$ cat config.mk
export PLATFORM = sky130hd
export DESIGN_NAME = piso_tx
export DESIGN_NICKNAME = d
export VERILOG_FILES = /design/src/rtl/piso_tx.sv
export SDC_FILE = /design/constraint.sdc
export NUM_CORES = 1
export LEC_CHECK = 0
export BUFFER_PORTS_ARGS = -buffer_cell sky130_fd_sc_hd__clkbuf_2
export CAP_MARGIN = 20
export CORE_AREA = 2 2 39 41
export DETAILED_ROUTE_END_ITERATION = 10
export DIE_AREA = 0 0 41 43
export GPL_TIMING_DRIVEN = 0
export PLACE_DENSITY = 0.7
export SYNTH_ARGS = -nofsm -noshare
export SYNTH_HDL_FRONTEND = slang
export SYNTH_SLANG_ARGS = --single-unit
$ cat constraint.sdc
create_clock -name clk -period 1.35 [get_ports clk]
set_input_delay 0.135 -clock clk [delete_from_list [all_inputs] [get_ports clk]]
set_output_delay 0.135 -clock clk [all_outputs]
set_load 0.05 [all_outputs]
$ cat src/rtl/piso_tx.sv
// -----------------------------------------------------------------------------
// piso_tx : parallel-to-serial frame transmitter.
//
// Accepts a WIDTH-bit word through a load/ready handshake and sends it on a
// single line, one bit per clock:
//   - a start bit of 1;
//   - the data bits, MSB first;
//   - an optional even-parity bit;
//   - STOP_BITS cycles of 0.
// The idle level of the line is 0.
//
// Build option:
//   PISO_PARITY_EN - when defined, the PARITY state is compiled in and an
//                    even-parity bit (XOR of the data) follows the data bits.
//
// Parameters:
//   WIDTH      data word width (>= 2)
//   STOP_BITS  stop-bit cycles per frame (>= 1)
//
// Ports:
//   clk      in   sole clock, rising edge
//   reset    in   asynchronous, active-high reset
//   data_in  in   word to send, sampled on accept (load && ready)
//   load     in   a word is offered on data_in
//   ready    out  a word can be accepted this cycle
//   out      out  registered serial line
//   busy     out  a frame is in progress
//   done     out  one-cycle pulse during the final stop-bit cycle
// -----------------------------------------------------------------------------
module piso_tx #(
  parameter int WIDTH     = 4,
  parameter int STOP_BITS = 1
) (
  input  logic             clk,
  input  logic             reset,
  input  logic [WIDTH-1:0] data_in,
  input  logic             load,
  output logic             ready,
  output logic             out,
  output logic             busy,
  output logic             done
);

  localparam int BIT_CNT_W  = $clog2(WIDTH);
  localparam int STOP_CNT_W = $clog2(STOP_BITS + 1);
  localparam logic [BIT_CNT_W-1:0]  LAST_BIT  = BIT_CNT_W'(WIDTH - 1);
  localparam logic [STOP_CNT_W-1:0] LAST_STOP = STOP_CNT_W'(STOP_BITS - 1);

  typedef enum logic [2:0] {
    S_IDLE   = 3'd0,
    S_START  = 3'd1,
    S_DATA   = 3'd2,
`ifdef PISO_PARITY_EN
    S_PARITY = 3'd3,
`endif
    S_STOP   = 3'd4
  } state_t;

  state_t                  r_state;
  state_t                  w_next_state;
  logic [WIDTH-1:0]        r_shift;
  logic [BIT_CNT_W-1:0]    r_bit_cnt;
  logic [STOP_CNT_W-1:0]   r_stop_cnt;
  logic                    r_out;
  logic                    w_out_next;
  logic                    w_last_stop;
  logic                    w_accept;
`ifdef PISO_PARITY_EN
  logic                    r_parity;
`endif

  // Final stop cycle: the only cycle besides IDLE that can take a new word,
  // which is what gives back-to-back frames with no idle gap.
  assign w_last_stop = (r_state == S_STOP) && (r_stop_cnt == LAST_STOP);
  assign w_accept    = load && ready;

  // ---------------------------------------------------------------------------
  // State register
  // ---------------------------------------------------------------------------
  // NOTE: sequential state uses non-blocking (<=) so every flop samples the
  // pre-edge values of its neighbours; blocking here would create ordering races.
  always_ff @(posedge clk or posedge reset) begin
    if (reset) r_state <= S_IDLE;
    else       r_state <= w_next_state;
  end

  // ---------------------------------------------------------------------------
  // Next-state logic
  // ---------------------------------------------------------------------------
  // NOTE: the default assignment at the top keeps every path assigned, so no
  // latch is inferred even if a case branch is later edited.
  always_comb begin
    w_next_state = r_state;
    case (r_state)
      S_IDLE:  if (load) w_next_state = S_START;
      S_START: w_next_state = S_DATA;
      S_DATA: begin
        if (r_bit_cnt == LAST_BIT) begin
`ifdef PISO_PARITY_EN
          w_next_state = S_PARITY;
`else
          w_next_state = S_STOP;
`endif
        end
      end
`ifdef PISO_PARITY_EN
      S_PARITY: w_next_state = S_STOP;
`endif
      S_STOP: begin
        if (w_last_stop) w_next_state = load ? S_START : S_IDLE;
      end
      default: w_next_state = S_IDLE;
    endcase
  end

  // ---------------------------------------------------------------------------
  // Outputs: decoded from registered state only, so there is no
  // combinational path from load to ready.
  // ---------------------------------------------------------------------------
  always_comb begin
    ready = (r_state == S_IDLE) || w_last_stop;
    busy  = (r_state != S_IDLE);
    done  = w_last_stop;
    out   = r_out;
  end

  // Value the line takes after this edge. Leaving START the MSB is already at
  // the top of the shift register; inside DATA the shift happens on the same
  // edge, so the following bit is the one just below the top.
  always_comb begin
    w_out_next = 1'b0;
    case (w_next_state)
      S_START: w_out_next = 1'b1;
      S_DATA:  w_out_next = (r_state == S_START) ? r_shift[WIDTH-1] : r_shift[WIDTH-2];
`ifdef PISO_PARITY_EN
      S_PARITY: w_out_next = r_parity;
`endif
      default: w_out_next = 1'b0;
    endcase
  end

  // ---------------------------------------------------------------------------
  // Datapath: shift register, counters, line register
  // ---------------------------------------------------------------------------
  // NOTE: every register here is a plain flop, so all of them are reset; a
  // reset mid-frame drops the line to 0 at once without sending a stop bit.
  always_ff @(posedge clk or posedge reset) begin
    if (reset) begin
      r_shift    <= '0;
      r_bit_cnt  <= '0;
      r_stop_cnt <= '0;
      r_out      <= 1'b0;
`ifdef PISO_PARITY_EN
      r_parity   <= 1'b0;
`endif
    end else begin
      r_out <= w_out_next;

      if (w_accept) begin
        r_shift  <= data_in;
`ifdef PISO_PARITY_EN
        r_parity <= ^data_in;
`endif
      end else if (r_state == S_DATA) begin
        r_shift <= {r_shift[WIDTH-2:0], 1'b0};
      end

      // Counters only advance while staying in their own state, so they are
      // already zero on every entry.
      if ((r_state == S_DATA) && (w_next_state == S_DATA)) r_bit_cnt <= r_bit_cnt + BIT_CNT_W'(1);
      else                                                 r_bit_cnt <= '0;

      if ((r_state == S_STOP) && (w_next_state == S_STOP)) r_stop_cnt <= r_stop_cnt + STOP_CNT_W'(1);
      else                                                 r_stop_cnt <= '0;
    end
  end

endmodule

==> results.cfg <==
[setup_path]
crit_family = multiplexers
arrival_ns = 1.66
cp.required_ns = 1.52
crit_type = reg -> reg
cp-start-kind = register
crit_fanout = 4
critPathCaptureType = register
cp.buffers_inverters = 1
crit_slowest_cell = dfrtp_2
crit_chain = buf_6 > nor3b_4 > mux2_4 > mux2_4
cpPeakStageDelay_ns = 0.45
crit_path_frequent_cell = mux2_4

[yosys]
yosysMostFrequentCell = dfrtp_1
synth.largest_area_cell = dfrtp_1
syn_area_um2 = 520
synth_area_leaders = dfrtp_1 (53%), mux2_4 (5.8%), a221o_1 (3.8%)
syn_nets = 50
async_flop_share = 1.00
synth_seq_area_share = 0.529
ys_ff_latch = 11
ys.flop_type = dfrtp_1
yosys-top-cells-count = dfrtp_1 (11), inv_1 (4)
syn_inst = 42
synth_edf_count = 0
ys_types = 24
avgSynthCellArea_um2 = 12.4
netlist.area_leader.share = 0.529
yosysWarnings = 0

[placement]
pre_cts_slack_ns = -0.268
routabilityCongestion = 0.650
hpwlAfterDp_um = 674
portBuffers = 10

[cts]
cts-root-buf = clkbuf_4
clk_latency_ns = 0.28
cts_max_level = 1
cts_inserted_buffers = 3
clk_pin_slew_ns = 0.07
cts_sinks = 11
cts_buffer_depth = 2
cts_tree = built

[routing]
drcViolationCount = 0
first_iter_violations = 5
first_pass_iters = 3
route.vias.total = 414
drtAntennaViolNets = 0
routedWlPerCell_um = 13.4
via_per_inst = 4.93
routed_wl_um = 1120

[floorplan]
initial_utilization = 0.376
pin_count = 11
rows = 14
fp.dieH_um = 43
core_mm2 = 0.00138
dieArea_mm2 = 0.00176
die_w_um = 41

[sta]
holdWs_ns = 0.0851
finalWorstSetupSlack_ns = -0.146
fin_worst_skew_ns = 0.00530
rsz0062_at_grt = true
hold_violations = 0
fmax_mhz = 668
fin_crit_sh = 1.11
slew_violations = 0
period_minus_slack_ns = 1.50
setup_viol = 8

[outcome]
violations = negative setup slack
status = finished with violations

[cells_and_area]
ff_latch_area_um2 = 279
drive_gt1_frac = 0.588
fillers = 132
multiInputGateArea_um2 = 256
antennaDiodeCount = 0
final_nets = 77
syn_to_final_growth_pct = 48.8

[grt]
grt_overflow = 0
grt_pass1_vias = 424
grt_max_degree = 12
antenna_found_initial = 0
grt_pass1_wl_um = 1810
grt_usage = 0.163

[power_and_ir_drop]
power_density_mw_per_mm2 = 2290
cellLeakagePower_nw = 0.384
worst_ir_drop_vdd_v = 0.00107

[run]
maxCapViolCount = 0

[hold_path]
worstHoldPathType = in -> reg
## layer usage
metal	up-vias	track usage	part of all wire
li1	201	-	-
met1	200	0.194	0.41
met5	-	0	0
met2	9	0.238	0.52
met4	0	0.140	0.045
met3	4	0.0314	0.026
## final cells by class
type,count,area share
Clock buffer,4,0.0339
Inverter,4,0.0194
Multi-Input combinational cell,27,0.331
Sequential cell,11,0.360
Tap cell,16,0.0258
Timing Repair Buffer,22,0.229
## per-stage QoR
stage | std cells | utilization | instance area (um2) | TNS, ns | total power, mW
global route | 84 | 0.560 | 774 | -1.15 | 1.88
detailed placement | 68 | 0.438 | 606 | -0.496 | 1.23
floorplan | 42 | - | 536 | -1.73 | 1.09
CTS | 82 | 0.548 | 758 | -0.654 | 1.72
finish | 84 | 0.560 | 774 | -0.708 | 1.77
global placement | 68 | 0.438 | 606 | -0.437 | 1.21
## sequential cells by signal, indices dropped and copies added (netlist names)
signal and flops:
r_shift 4, r_state 3, r_bit_cnt 2, out 1, r_stop_cnt 1
## logic make-up after synthesis
family | after synthesis | share of synthesized area
muxes | 3 | 0.0793
other | 1 | 0.00720
DFF | 11 | 0.529
and+or+nand+nor | 14 | 0.204
buffers and inverters | 4 | 0.0288
AOI/OAI and AO/OA | 8 | 0.127
adders and majority gates | 1 | 0.0240
## final timing paths
check,startpoint,endpoint,slack (ns),cells after the start
worst max-delay path,r_state[2]$_DFF_PP0_,r_shift[1]$_DFFE_PP0P_,-0.15,4
worst min-delay path,data_in[0],r_shift[0]$_DFFE_PP0P_,0.09,2
max in group asynchronous,reset,r_state[1]$_DFF_PP0_,0.66,3
worst max register to register,r_state[2]$_DFF_PP0_,r_shift[1]$_DFFE_PP0P_,-0.15,4
worst min register to register,r_shift[3]$_DFFE_PP0P_,r_shift[3]$_DFFE_PP0P_,0.52,1
min in group asynchronous,reset,r_shift[0]$_DFFE_PP0P_,0.37,3
## power breakdown
| part | internal, mW | leakage (nW) | switching (mW) |
|---|---|---|---|
| clock | 0.115 | 0.0150 | 0.118 |
| combinational | 0.531 | 0.234 | 0.447 |
| sequential | 0.456 | 0.135 | 0.108 |
| total | 1.10 | 0.384 | 0.673 |
## layout by cell type (no fill, tap or decap), types with 2 or more instances in the layout
master / n
a21oi_1: 2
a221o_1: 2
and3_2: 2
buf_4: 9
buf_6: 2
clkbuf_2: 7
clkbuf_4: 3
clkbuf_8: 2
dfrtp_1: 8
dfrtp_2: 3
inv_1: 4
mux2_4: 3
nand2_1: 2
## repair_timing
item                                    4_1_cts  5_1_grt
setup buffers                                 9        2
endpoints found under the setup margin        8        8
hold buffers                                  1        0
gates resized for setup                      14        1
pin swaps                                     3        0
endpoints found under the hold margin        11        0
(Power assumes the default switching activity.)
